==> src/rtl/mips_pkg.sv <==
// Shared definitions for the MIPS program loader: FSM state encoding and
// default stream word width.
package mips_pkg;

  localparam int DEF_WORD_W = 32;

  typedef enum logic [2:0] {
    S_IDLE,
    S_ICNT,
    S_IWR,
    S_DCNT,
    S_DWR,
    S_RUN,
    S_ERR
  } state_t;

endpackage

==> src/rtl/mips_load_channel.sv <==
// One memory fill channel: count check, remaining-word counter, auto-incrementing
// address and a registered write port (strobe one cycle after the accepted beat).
module mips_load_channel #(
  parameter int                WORD_W = 32,
  parameter int                ADDR_W = 7,
  parameter int                CNT_W  = 8,
  parameter logic [ADDR_W-1:0] BASE   = '0
) (
  input  logic              clk,
  input  logic              reset,
  input  logic              reload,
  input  logic              cnt_load,
  input  logic              wr_beat,
  input  logic [WORD_W-1:0] word,
  output logic              cnt_bad,
  output logic              cnt_zero,
  output logic              last,
  output logic [WORD_W-1:0] wdata,
  output logic [ADDR_W-1:0] addr,
  output logic              we
);

  // Depth held one bit wider than the word so the count compare never truncates.
  localparam logic [WORD_W:0] DEPTH = {{WORD_W{1'b0}}, 1'b1} << ADDR_W;

  logic [ADDR_W-1:0] next_addr;
  logic [CNT_W-1:0]  remaining;

  assign cnt_bad  = {1'b0, word} > DEPTH;
  assign cnt_zero = (word == '0);
  assign last     = (remaining == CNT_W'(1));

  // NOTE: sequential state uses non-blocking assignments so every register
  // samples pre-edge values regardless of block ordering.
  always_ff @(posedge clk or posedge reset) begin
    if (reset) begin
      next_addr <= BASE;
      addr      <= BASE;
      wdata     <= '0;
      we        <= 1'b0;
      remaining <= '0;
    end else begin
      we <= wr_beat;
      if (reload) begin
        next_addr <= BASE;
        addr      <= BASE;
      end else if (wr_beat) begin
        wdata     <= word;
        addr      <= next_addr;
        next_addr <= next_addr + ADDR_W'(1);
        remaining <= remaining - CNT_W'(1);
      end
      if (cnt_load) remaining <= word[CNT_W-1:0];
    end
  end

endmodule

==> src/rtl/mips_program_loader.sv <==
// Stream-driven preload engine: [N_I][instr words][N_D][data words] fills
// instruction then data memory, then releases the core via core_run.
module mips_program_loader
  import mips_pkg::*;
#(
  parameter int WORD_W  = DEF_WORD_W,
  parameter int IADDR_W = 7,
  parameter int DADDR_W = 7,
  parameter int IBASE   = 0,
  parameter int DBASE   = 0
) (
  input  logic               clk,
  input  logic               reset,
  input  logic               start,
  input  logic [WORD_W-1:0]  in_word,
  input  logic               in_valid,
  output logic               in_ready,
  output logic [WORD_W-1:0]  imem_wdata,
  output logic [IADDR_W-1:0] imem_addr,
  output logic               imem_we,
  output logic [WORD_W-1:0]  dmem_wdata,
  output logic [DADDR_W-1:0] dmem_addr,
  output logic               dmem_we,
  output logic               core_run,
  output logic               error
);

  localparam int CNT_W = ((IADDR_W > DADDR_W) ? IADDR_W : DADDR_W) + 1;

  state_t state, state_nx;
  logic   reload;
  logic   i_cnt_load, i_wr_beat, i_bad, i_zero, i_last;
  logic   d_cnt_load, d_wr_beat, d_bad, d_zero, d_last;

  always_ff @(posedge clk or posedge reset) begin
    if (reset) state <= S_IDLE;
    else       state <= state_nx;
  end

  // NOTE: every output of this block gets a default first, so no path can
  // leave one unassigned and infer a latch.
  always_comb begin
    state_nx   = state;
    in_ready   = 1'b0;
    reload     = 1'b0;
    i_cnt_load = 1'b0;
    i_wr_beat  = 1'b0;
    d_cnt_load = 1'b0;
    d_wr_beat  = 1'b0;
    unique case (state)
      S_IDLE, S_RUN, S_ERR: begin
        if (start) begin
          reload   = 1'b1;
          state_nx = S_ICNT;
        end
      end
      S_ICNT: begin
        in_ready = 1'b1;
        if (in_valid) begin
          if (i_bad)       state_nx = S_ERR;
          else if (i_zero) state_nx = S_DCNT;
          else begin
            i_cnt_load = 1'b1;
            state_nx   = S_IWR;
          end
        end
      end
      S_IWR: begin
        in_ready = 1'b1;
        if (in_valid) begin
          i_wr_beat = 1'b1;
          if (i_last) state_nx = S_DCNT;
        end
      end
      S_DCNT: begin
        in_ready = 1'b1;
        if (in_valid) begin
          if (d_bad)       state_nx = S_ERR;
          else if (d_zero) state_nx = S_RUN;
          else begin
            d_cnt_load = 1'b1;
            state_nx   = S_DWR;
          end
        end
      end
      S_DWR: begin
        in_ready = 1'b1;
        if (in_valid) begin
          d_wr_beat = 1'b1;
          if (d_last) state_nx = S_RUN;
        end
      end
      default: state_nx = S_IDLE;
    endcase
  end

  assign core_run = (state == S_RUN);
  assign error    = (state == S_ERR);

  mips_load_channel #(
    .WORD_W(WORD_W), .ADDR_W(IADDR_W), .CNT_W(CNT_W), .BASE(IADDR_W'(IBASE))
  ) u_ichan (
    .clk(clk), .reset(reset), .reload(reload), .cnt_load(i_cnt_load),
    .wr_beat(i_wr_beat), .word(in_word), .cnt_bad(i_bad), .cnt_zero(i_zero),
    .last(i_last), .wdata(imem_wdata), .addr(imem_addr), .we(imem_we)
  );

  mips_load_channel #(
    .WORD_W(WORD_W), .ADDR_W(DADDR_W), .CNT_W(CNT_W), .BASE(DADDR_W'(DBASE))
  ) u_dchan (
    .clk(clk), .reset(reset), .reload(reload), .cnt_load(d_cnt_load),
    .wr_beat(d_wr_beat), .word(in_word), .cnt_bad(d_bad), .cnt_zero(d_zero),
    .last(d_last), .wdata(dmem_wdata), .addr(dmem_addr), .we(dmem_we)
  );

endmodule

==> config.mk <==
export PLATFORM = sky130hd
export DESIGN_NAME = mips_program_loader
export DESIGN_NICKNAME = d
export VERILOG_FILES = /design/src/rtl/mips_pkg.sv /design/src/rtl/mips_load_channel.sv /design/src/rtl/mips_program_loader.sv
export SDC_FILE = /design/constraint.sdc
export NUM_CORES = 1
export LEC_CHECK = 0
export BUFFER_PORTS_ARGS = -buffer_cell sky130_fd_sc_hd__clkbuf_2
export CAP_MARGIN = 15
export CORE_UTILIZATION = 38
export CTS_CLUSTER_DIAMETER = 30
export CTS_CLUSTER_SIZE = 12
export DETAILED_ROUTE_END_ITERATION = 16
export GPL_TIMING_DRIVEN = 0
export PLACE_DENSITY = 0.65
export SLEW_MARGIN = 30
export SYNTH_ARGS = -nofsm -noshare
export SYNTH_HDL_FRONTEND = slang
export SYNTH_HIERARCHICAL = 1
export SYNTH_SLANG_ARGS = --single-unit
==> constraint.sdc <==
create_clock -name clk -period 3.9 [get_ports clk]
set_clock_uncertainty 0.05 [all_clocks]
set_input_delay 0 -clock clk [delete_from_list [all_inputs] [get_ports clk]]
set_output_delay 0 -clock clk [all_outputs]
set_load 0.05 [all_outputs]
### Yosys cells after proc, flatten, opt, wreduce, memory -nomap -nowiden

Cells that the tools add are included.

| word-level totals | value |
|---|---|
| register bits after elaboration | 113 |
| word-level logic and storage cells | 84 |

| cells by class | value |
|---|---|
| reduce and logical (&&, ||, !) cells | 13 |
| equal/unequal tests | 17 |
| muxes and demuxes | 37 |
| magnitude comparators | 1 |
| bitwise logic cells | 1 |
| $add $sub $neg | 4 |

Operator list:

| cell | number |
|---|---|
| $mux W7 | 8 |
| $mux W8 | 6 |
| $gt A32 B8 Y1 const B | 1 |
| $logic_not A32 Y1 | 1 |
| $mux W3 | 8 |
| $eq A8 B1 Y1 const B | 2 |
| $sub A8 B1 Y8 const B | 2 |
| $pmux W3 S5 | 1 |
| $add A7 B1 Y7 const B | 2 |
| $ne A2 B2 Y1 const B | 7 |
| $mux W1 | 13 |
| $eq A3 B3 Y1 const B | 3 |
| $reduce_and A2 Y1 | 4 |
| $reduce_bool A2 Y1 | 4 |
| $reduce_and A7 Y1 | 1 |
| $eq A3 B2 Y1 const B | 2 |
| $ne A2 B1 Y1 const B | 2 |
| $reduce_or A4 Y1 | 1 |
| $eq A3 B1 Y1 const B | 1 |
| $logic_not A3 Y1 | 1 |
| $reduce_or A3 Y1 | 1 |
| $mux W2 | 1 |
| $not A1 Y1 | 1 |

### Depth between registers and ports, before layout

Gate-level depths: netlist of the first run.

| logic depth | value |
|---|---|
| depth in word-level cells | 7 |
| mapped depth | 9 |
| gate-level depth less buffers | 7 |

### By module

The synthesis of the first run kept the hierarchy.

Modules (own cells, without submodules):

| module | area each (µm²) | cells each | seq. area each (µm²) | instances |
|---|---|---|---|---|
| mips_load_channel | 2354.8 | 186 | 1376.3 | 2 |
| mips_program_loader | 344.1 | 40 | 75.1 | 1 |

### Worst setup path before layout of the first run

No wires, ideal clock.

| path | value |
|---|---|
| path type | flip-flop to flip-flop |
| from | reg state[1] |
| to | reg u_dchan.wdata[0] |
| data required time | 3.725 ns |
| clock period less this slack | 2.672 ns |
| arrival | 2.498 ns |
| setup slack | 1.228 ns |
| cell stages (with the launch flop) | 8 |
| cell sequence | dfrtp_1 > clkbuf_1 > and3_1 > o21a_1 > nand2b_1 > buf_2 > buf_2 > mux2_2 |

| between the ends | value |
|---|---|
| cells in the longest elaborated chain, start to end | 5 |
| elaborated cells between the ends (all ways) | 9 |
| classes of those cells | eq/ne: 3; mux: 2; bitwise: 1; reduce/logical: 3 |

RTL lines:

| item | line | RTL |
|---|---|---|
| from (decl) | mips_program_loader.sv:30 | `state_t state, state_nx;` |
| from (signal assigned) | mips_program_loader.sv:37 | `else state <= state_nx;` |
| $eq A3 B3 Y1 | - |  |
| named net error | mips_program_loader.sv:25 | `output logic error` |
| $reduce_or A3 Y1 | mips_program_loader.sv:50 | `unique case (state)` |
| $mux W1 | mips_program_loader.sv:50 |  |
| named net reload | mips_program_loader.sv:31 | `logic reload;` |
| $not A1 Y1 (no source line) | - |  |
| $reduce_and A2 Y1 (no source line) | - |  |
| to (signal assigned) | mips_load_channel.sv:48 | `wdata <= word;` |
| to (decl) | mips_load_channel.sv:18 | `output logic [WORD_W-1:0] wdata,` |

The timed path passes the listed nets, and every way through them passes these cells.
A chain may end at the register's enable or synchronous reset.

### Worst setup path in the final report of the first run

| path | value |
|---|---|
| from | reg state[1] |
| to | reg u_dchan.wdata[24] |

| between the ends | value |
|---|---|
| cells in the longest elaborated chain, start to end | 5 |
| elaborated cells between the ends (all ways) | 9 |
| classes of those cells | eq/ne: 3; mux: 2; bitwise: 1; reduce/logical: 3 |

RTL lines:

| item | line |
|---|---|
| $eq A3 B3 Y1 or $logic_not A3 Y1 (tied branches) | mips_program_loader.sv:50 |
| $reduce_or A3 Y1 (*) | mips_program_loader.sv:50 |
| $mux W1 (*) | mips_program_loader.sv:50 |
| named net reload | mips_program_loader.sv:31 |
| $not A1 Y1 (no source line) (*) | - |
| $reduce_and A2 Y1 (no source line) (*) | - |

The timed path passes the listed nets; every way through them passes the cells marked *.

==> flow_summary.json, run 1 <==
{
  "status": "completed",
  "hpwlAfterDp_mm": 8.718,
  "finalHoldViolCount": 0,
  "final_common_cell": "clkbuf_2",
  "cts_tree": "done",
  "drive_above_1_share_pct": 40.27,
  "r2r_end": "u_dchan/wdata[24]",
  "grt_usage_pct": 19.39,
  "worstPathMaxFanout": 14,
  "clkLatencyLatePin_ns": 0.40,
  "antenna_found_initial": 0,
  "die-area_sq_um": 13760,
  "antenna_left": 0,
  "ys_types": 44,
  "die_x_um": 117.3,
  "critical_path_required_ns": 4.13,
  "row_count": 41,
  "hold_class": "input port to async pin",
  "crit_arrival_ns": 3.12,
  "io_buffers": 118,
  "hold-worst-slack_ns": 0.02433,
  "chipHeight_um": 117.3,
  "ys_async_sr_fraction_pct": 100.0,
  "power_frac_comb_pct": 46.5,
  "first_global_vias": 4181,
  "setup_violations": 0,
  "leakage_nw": 3.157,
  "startpoint_type": "flip-flop",
  "routed_via_density": 5.135,
  "reg2reg_slack_ns": 1.01,
  "switching_share_pct": 45.18,
  "rsz0062_at_grt": "no",
  "vias": 3944,
  "ys.flop_type": "dfrtp_1",
  "power-per-cell-area_nw_per_um2": 925.6,
  "gp_congestion": 0.8299,
  "cts_resized": 0,
  "start_util_pct": 39.56,
  "vdd_drop_max_v": 0.0007178,
  "drt_iter0_markers": 236,
  "maxCapViolations": 0,
  "synth.largest_area_cell": "dfrtp_1",
  "post-route-drc-count": 0,
  "cts-root-buf": "clkbuf_16",
  "core_area_sq_um": 12770,
  "intPower_mw": 3.446,
  "htree_levels": 4,
  "reg2regPathDepth": 7,
  "grt_pass1_wl_mm": 20.87,
  "synth-edff-count": 0,
  "yosysSeqAreaShare_pct": 55.95,
  "slew_viol_final": 0,
  "yosysWarnings": 6,
  "setup-tns-final_ns": 0,
  "clkSlewWorstSetupHoldPaths_ns": 0.05,
  "wire_per_inst_um": 16.52,
  "synth-seq-cells": 113,
  "synthToLayoutAreaGrowth_pct": 34.39,
  "layout_common_cells": "118 x clkbuf_2, 113 x dfrtp_1, 66 x mux2_2",
  "crit_start": "state[1]",
  "power_frac_seq_pct": 31.1,
  "grt.overflow.total": 0,
  "clk_path_buf_depth": 2,
  "clock_power_share_pct": 22.4,
  "syn-cell-area_sq_um": 5054,
  "cts_num_sinks": 113,
  "grt_max_degree": 42,
  "io_pins": 119,
  "p_switching_mw": 2.840,
  "end_kind": "flip-flop",
  "synth_area_leaders": "dfrtp_1 56%, mux2_2 15%, mux2i_1 3.8%",
  "numCtsBuffers": 17,
  "path_class": "flip-flop to flip-flop",
  "synth.avg_cell_area_sq_um": 12.27,
  "syn_inst": 412,
  "syn_nets": 454,
  "wirelength_mm": 12.69,
  "fin_crit_sh_pct": 74.02,
  "worst_pin_slew_ns": 0.5768,
  "nets": 627,
  "dr.pass1.iters": 4,
  "r2r_start": "state[1]",
  "slew_headroom_pct": 61.19,
  "min_period_ns": 2.887,
  "synth_top_cell_area_share_pct": 55.95,
  "max_freq_mhz": 346.4,
  "diodes": 0
}
==> worst max-delay path by stage <==
stage / slack [ns] / to / cells past startpoint
5_1_grt: 0.80 / u_dchan/wdata[3] / 7
3_3_place_gp: 1.04 / u_dchan/wdata[26] / 7
4_1_cts: 0.99 / u_dchan/wdata[23] / 7
6_report: 1.01 / u_dchan/wdata[24] / 7
3_5_place_dp: 1.01 / u_dchan/wdata[23] / 7
2_1_floorplan: 1.23 / u_dchan/wdata[0] / 7
==> area by class of cell <==
| cell class | count | area, sq um |
|---|---|---|
| Inverter | 15 | 61.31 |
| Clock inverter | 6 | 57.56 |
| Tap cell | 172 | 215.2 |
| Fill cell | 1097 | 5982 |
| Multi-Input combinational cell | 267 | 2082 |
| Sequential cell | 113 | 2828 |
| Buffer | 17 | 87.58 |
| Clock buffer | 24 | 481.7 |
| Timing Repair Buffer | 154 | 978.4 |
==> cell usage after synthesis (all sizes together), types with 3 or more instances <==
master	number
a31oi	7
dfrtp	113
nand2b	3
buf	12
ha	6
mux2	68
nor2	36
or4	10
mux2i	19
inv	13
o211ai	6
nor4	17
nor4b	3
clkbuf	5
nand3	7
xor2	7
xnor2	5
or3	8
o21ai	12
a21oi	6
nand4	6
nand2	20
==> timing repair <==
action,CTS,global route
setup buffers,0,0
hold buffers,34,0
endpoints found under the hold margin,194,0
==> sequential cells by signal, indices dropped and copies added, names as in the netlist <==
register	flops
u_dchan/wdata	32
u_ichan/wdata	32
u_dchan/remaining	8
u_ichan/remaining	8
u_dchan/addr	7
u_dchan/next_addr	7
u_ichan/addr	7
u_ichan/next_addr	7
state	3
u_dchan/we	1
u_ichan/we	1
==> layer usage <==
metal	vias to the layer above	global-route usage (%)	part of all wire [%]
li1	1853	-	-
met1	1947	23.23	44
met2	121	32.10	49
met3	23	6.128	5.8
met4	0	8.036	1.6
met5	-	0	0
==> metrics by stage <==
step	worst slack (ns)	instances	util (%)	area [sq um]	power (mW)
6_report	1.013	768	53.17	6792	6.287
5_1_grt	0.8001	768	53.17	6792	6.586
4_1_cts	0.9878	768	53.17	6792	6.324
3_5_place_dp	1.009	704	46.28	5912	4.855
3_3_place_gp	1.038	702	45.87	5859	4.762
2_1_floorplan	1.228	412	-	5054	4.148
==> logic make-up after synthesis <==
logic type	after synthesis	share of synthesized area [%]
xor+xnor	12	2.080
compound gates	43	5.744
mux	87	19.06
buf+inv	32	2.847
simple gates	119	12.82
fa+ha+maj	6	1.485
flops	113	55.95
==> power groups by stage <==
stage          clock network, mW  registers (mW)  logic [mW]
2_1_floorplan                  0            3.15       0.994
3_3_place_gp                   0            1.92        2.84
3_5_place_dp                   0            1.96        2.90
4_1_cts                     1.44            1.95        2.93
5_1_grt                     1.49            2.01        3.08
6_report                    1.41            1.95        2.92
==> critical path: stages, from the launching register on <==
cell and delay [ns]:
dfrtp_1 0.42, clkbuf_1 0.33, and3_1 0.24, o21a_1 0.47
nand2b_1 0.26, buf_2 0.29, buf_2 0.33, mux2_2 0.37
Note: power is estimated with default switching activity, not from simulation.
==> run 2: changes to the inputs <==
clock period = 2.7 ns   (was 3.9 ns; I/O delays follow)
==> run 2 against run 1 <==
Worst hold slack got worse by 0.0028 ns. Critical path depth rose by 1. Critical endpoint unchanged. Highest routed layer unchanged. Register-to-register slack got worse by 0.86 ns. Sequential power rose by 45%. Final area rose by 0.35%. Cell count fell by 0.13%. Utilization rose by 0.19 points.
==> flow_summary.json, run 2 (same netlist as run 1, synthesis figures left out) <==
{
  "antenna_found_initial": 0,
  "grt_pass1_wl_mm": 21.09,
  "routed_via_density": 5.143,
  "cts_num_sinks": 113,
  "drive_above_1_share_pct": 41.68,
  "switching_share_pct": 45.15,
  "cts-root-buf": "clkbuf_16",
  "dp_slack_ns": -0.1908,
  "top_regs": "u_dchan/wdata: 32 flops, u_ichan/wdata: 32 flops",
  "core_area_sq_um": 12770,
  "chipHeight_um": 117.3,
  "grt_max_degree": 42,
  "drt_iter0_markers": 198,
  "slew_headroom_pct": 69.83,
  "max_freq_mhz": 391.9,
  "slew_viol_final": 0,
  "status": "completed",
  "intPower_mw": 4.979,
  "diodes": 0,
  "die_x_um": 117.3,
  "die-area_sq_um": 13760,
  "leakage_nw": 3.164,
  "clock_power_share_pct": 22.4,
  "clk_path_buf_depth": 2,
  "gp_congestion": 0.8299,
  "dr.pass1.iters": 4,
  "layout_common_cells": "120 x clkbuf_2, 112 x dfrtp_1, 66 x mux2_2",
  "start_util_pct": 39.56,
  "synthToLayoutAreaGrowth_pct": 34.86,
  "clkSlewWorstSetupHoldPaths_ns": 0.05,
  "post-route-drc-count": 0,
  "wirelength_mm": 12.71,
  "nets": 626,
  "vias": 3945,
  "fillers": 1090,
  "startpoint_type": "flip-flop",
  "critical_path_required_ns": 2.94,
  "cts_tree": "done",
  "numCtsBuffers": 17,
  "wire_per_inst_um": 16.58,
  "r2r_end": "u_dchan/wdata[24]",
  "worst_pin_slew_ns": 0.4463,
  "seqCellArea_sq_um": 2829,
  "grt.overflow.total": 0,
  "reg2reg_slack_ns": 0.15,
  "grt_usage_pct": 19.64,
  "path_class": "flip-flop to flip-flop",
  "final_common_cell": "clkbuf_2",
  "finalHoldViolCount": 0,
  "htree_levels": 4,
  "min_period_ns": 2.551,
  "fin_total_pwr_mw": 9.076,
  "p_switching_mw": 4.098,
  "power_frac_seq_pct": 31.2,
  "first_global_vias": 4151,
  "antenna_left": 0,
  "io_buffers": 118,
  "setup_slack_ns": 0.1486,
  "post-cts-setup-buffer-count": 0,
  "multi_input_comb_area_sq_um": 2102,
  "hpwlAfterDp_mm": 8.718,
  "fin_crit_sh_pct": 94.50,
  "crit_arrival_ns": 2.79,
  "end_kind": "flip-flop",
  "hold_class": "input port to async pin",
  "io_pins": 119,
  "worstPathMaxFanout": 14,
  "reg2regPathDepth": 8,
  "power_frac_comb_pct": 46.3,
  "clkLatencyLatePin_ns": 0.41,
  "maxCapViolations": 0,
  "row_count": 41,
  "vdd_drop_max_v": 0.001033,
  "setup_violations": 0,
  "setup-tns-final_ns": 0,
  "r2r_start": "state[0]",
  "power-per-cell-area_nw_per_um2": 1332
}
[run 2: worst max path at each step]
| stage | endpoint | depth (start not counted) | start |
|---|---|---|---|
| 2_1_floorplan | u_dchan/wdata[0] | 7 | state[1] |
| 3_3_place_gp | u_dchan/wdata[26] | 7 | state[1] |
| 3_5_place_dp | u_dchan/wdata[23] | 7 | state[1] |
| 4_1_cts | u_dchan/remaining[4] | 10 | in_word[3] |
| 5_1_grt | u_dchan/remaining[3] | 10 | in_word[3] |
| 6_report | u_dchan/wdata[24] | 8 | state[0] |
[run 2: timing repair]
item / in CTS / in global routing
setup endpoints to repair: 39 / 27
hold buffers: 34 / 0
endpoints found under the hold margin: 194 / 0
resized for setup: 1 / 9
[run 2: critical path, stage by stage, from the launching register on]
cell and delay (ns):
dfrtp_1 0.36, buf_6 0.14, inv_1 0.11, and3_1 0.19, o21a_2 0.33, nand2b_1 0.24, buf_2 0.29, buf_2 0.33
mux2_2 0.37
[run 2: final cells by class]
| type | count | share of cell area, % |
|---|---|---|
| Buffer | 16 | 1.267 |
| Clock buffer | 24 | 7.068 |
| Clock inverter | 6 | 0.8445 |
| Inverter | 15 | 0.9547 |
| Multi-Input combinational cell | 267 | 30.84 |
| Sequential cell | 113 | 41.51 |
| Tap cell | 172 | 3.158 |
| Timing Repair Buffer | 154 | 14.36 |
[run 2: metrics by stage]
step / cell area, sq um / hold WS (ns) / std cells / util, %
after floorplan: 5054 / -0.2964 / 412 / -
after global placement: 5859 / -0.1737 / 702 / 45.87
after detailed placement: 5912 / -0.1058 / 704 / 46.28
after CTS: 6789 / 0.003422 / 767 / 53.15
after global routing: 6815 / 0.02711 / 767 / 53.35
final: 6815 / 0.02150 / 767 / 53.35
[run 2: power by group through the flow]
stage	logic [mW]	registers (mW)	clock network (mW)
after floorplan	1.44	4.56	0
after global placement	4.10	2.78	0
after detailed placement	4.18	2.83	0
after CTS	4.22	2.83	2.09
after global routing	4.44	2.92	2.17
final	4.21	2.83	2.04
[run 2: per-layer routing]
layer / track usage, % / vias up / part of all wire [%]
li1: - / 1844 / -
met1: 23.52 / 1968 / 44
met2: 32.54 / 116 / 49
met3: 6.372 / 17 / 5.8
met4: 7.792 / 0 / 1.3
met5: 0 / - / 0
==> run 3: changes to the inputs <==
CORE_UTILIZATION = 40   (was 38)
PLACE_DENSITY = not set   (was 0.65)
PLACE_DENSITY_LB_ADDON = 0.05   (was not set)
==> run 3 against run 2 <==
Wire length shrank 3.2%. Clock power grew 3%. Non-clock buffer count is the same. Flip-flop and latch count is the same. Global-route usage grew 0.66 points. Worst hold slack lost 0.016 ns. Critical path type is now input port to flip-flop. Largest cell class unchanged. Largest power group unchanged. Highest routed layer unchanged.
==> flow_summary.json, run 3 (same netlist as run 1, synthesis figures left out) <==
{
  "nets": 626,
  "crit_arrival_ns": 2.84,
  "hold_path_depth": 3,
  "fin_cells": 765,
  "clkLatencyLatePin_ns": 0.41,
  "vias": 3899,
  "rsz0062_at_grt": "no",
  "antenna_found_initial": 0,
  "worstPathMaxFanout": 10,
  "post-cts-setup-buffer-count": 0,
  "cts_num_sinks": 113,
  "chipHeight_um": 114.4,
  "switching_share_pct": 44.45,
  "worst_pin_slew_ns": 0.6137,
  "r2r_start": "state[2]",
  "path_class": "input port to flip-flop",
  "reg2regPathDepth": 8,
  "power_frac_comb_pct": 46.0,
  "drt_iter0_markers": 191,
  "critical_path_required_ns": 2.99,
  "layout_common_cells": "120 x clkbuf_2, 112 x dfrtp_1, 66 x mux2_2",
  "synthToLayoutAreaGrowth_pct": 35.01,
  "dr.pass1.iters": 4,
  "row_count": 40,
  "clkSlewWorstSetupHoldPaths_ns": 0.05,
  "maxCapViolations": 0,
  "crit_buf_inv": 3,
  "routed_via_density": 5.097,
  "start_util_pct": 41.55,
  "wirelength_mm": 12.31,
  "min_period_ns": 2.547,
  "gp_congestion": 0.7642,
  "dp.cells": 700,
  "drive_above_1_share_pct": 41.37,
  "numCtsBuffers": 17,
  "r2r_end": "u_dchan/wdata[5]",
  "clock_power_share_pct": 23.1,
  "cts_tree": "done",
  "die-area_sq_um": 13090,
  "cts-root-buf": "clkbuf_16",
  "cpLargestDelayFamily": "simple AND/OR/NAND/NOR gates",
  "reg2reg_slack_ns": 0.23,
  "hold_class": "input port to flip-flop",
  "die_x_um": 114.4,
  "fin_crit_sh_pct": 94.32,
  "core_area_sq_um": 12160,
  "finalHoldViolCount": 0,
  "max_freq_mhz": 392.7,
  "hp-start": "start",
  "hpwlAfterDp_mm": 8.340,
  "power_frac_seq_pct": 30.8,
  "grt_pass1_wl_mm": 19.82,
  "final_common_cell": "clkbuf_2",
  "setup_violations": 0,
  "post-route-drc-count": 0,
  "cpPeakStageDelay_ns": 0.66,
  "wire_per_inst_um": 16.09,
  "first_global_vias": 3878,
  "antenna_left": 0,
  "clk_path_buf_depth": 2,
  "intPower_mw": 5.043,
  "end_kind": "flip-flop",
  "grt.overflow.total": 0,
  "grt_max_degree": 37,
  "p_switching_mw": 4.035,
  "path_cells": "dlygate4sd3_1 -> clkbuf_2 -> nor4_1 -> nand4_1 -> nor4_1 -> nor4b_1 -> clkbuf_2 -> or4_2 -> nand3_1",
  "cpMaxStageDelayCell": "or4_2",
  "leakage_nw": 3.178,
  "min_to": "u_dchan/addr[6]",
  "io_pins": 119,
  "io_buffers": 118,
  "slew_headroom_pct": 58.71,
  "setup-tns-final_ns": 0,
  "startpoint_type": "input port",
  "htree_levels": 4,
  "power-per-cell-area_nw_per_um2": 1330,
  "status": "completed",
  "vdd_drop_max_v": 0.0008422,
  "diodes": 0,
  "slew_viol_final": 0,
  "grt_usage_pct": 20.30,
  "top_regs": "u_dchan/wdata: 32 flops, u_ichan/wdata: 32 flops"
}
[run 3: cell types whose count changed in the layout (fill, tap and decap cells not counted)]
| cell | previous run | this run |
|---|---|---|
| o21a_4 | 0 | 1 |
| nor4_2 | 2 | 1 |
| buf_16 | 1 | 0 |
| buf_12 | 1 | 2 |
| o21a_2 | 1 | 0 |
| clkinvlp_4 | 2 | 1 |
| clkbuf_1 | 6 | 7 |
| clkbuf_8 | 3 | 5 |
| buf_2 | 10 | 9 |
| nor4_1 | 15 | 16 |
| buf_4 | 1 | 2 |
| nor4b_2 | 1 | 0 |
| nor4b_1 | 2 | 3 |
[run 3: cell type report]
cell class,instances,area (sq um)
fill,1067,5339
multi-input combinational,267,2096
buffer,16,88.84
timing repair buffer,154,970.9
tap,168,210.2
clock inverter,5,50.05
inverter,15,65.06
clock buffer,27,513.0
sequential,113,2829
[run 3: timing repair]
item	in CTS	in global routing
setup endpoints to repair	41	39
endpoints found under the hold margin	194	0
gates cloned	0	0
gates resized for setup	2	8
hold buffers	34	0
[run 3: per-layer routing]
metal,up-vias,GRT usage (%),share of wire [%]
met3,17,5.400,4.9
met4,0,8.398,1.5
met5,-,0,0
met1,1936,26.81,46
met2,98,31.68,47
li1,1848,-,-
[run 3: how the worst max path moves through the flow]
stage / from / endpoint / slack, ns / depth (start not counted)
final: in_word[25] / u_dchan/remaining[3] / 0.15 / 9
after global routing: in_word[30] / u_ichan/remaining[4] / 0.01 / 10
after CTS: in_word[27] / u_dchan/remaining[4] / 0.01 / 10
after detailed placement: state[1] / u_dchan/wdata[24] / -0.24 / 7
after global placement: state[1] / u_dchan/wdata[24] / -0.19 / 7
after floorplan: state[1] / u_dchan/wdata[0] / 0.03 / 7
[run 3: power groups by stage]
stage	clock network (mW)	registers, mW	logic [mW]
3_5_place_dp	0	2.80	4.17
5_1_grt	2.23	2.89	4.41
3_3_place_gp	0	2.77	4.13
2_1_floorplan	0	4.56	1.44
4_1_cts	2.15	2.80	4.20
6_report	2.10	2.80	4.18
[run 3: worst min-delay path: stages]
cell,delay [ns]
clkbuf_2,0.13
o21a_4,0.19
nor2_1,0.11
[run 3: per-stage QoR]
stage / worst slack, ns / power, mW / area (sq um) / util [%] / hold slack [ns]
after floorplan: 0.02760 / 5.992 / 5054 / - / -0.2964
after global placement: -0.1929 / 6.901 / 5854 / 48.14 / -0.1714
after detailed placement: -0.2399 / 6.971 / 5899 / 48.51 / -0.1128
after CTS: 0.01349 / 9.151 / 6803 / 55.94 / 0.008295
after global routing: 0.01167 / 9.533 / 6823 / 56.10 / 0.01836
final: 0.1534 / 9.078 / 6823 / 56.10 / 0.005454
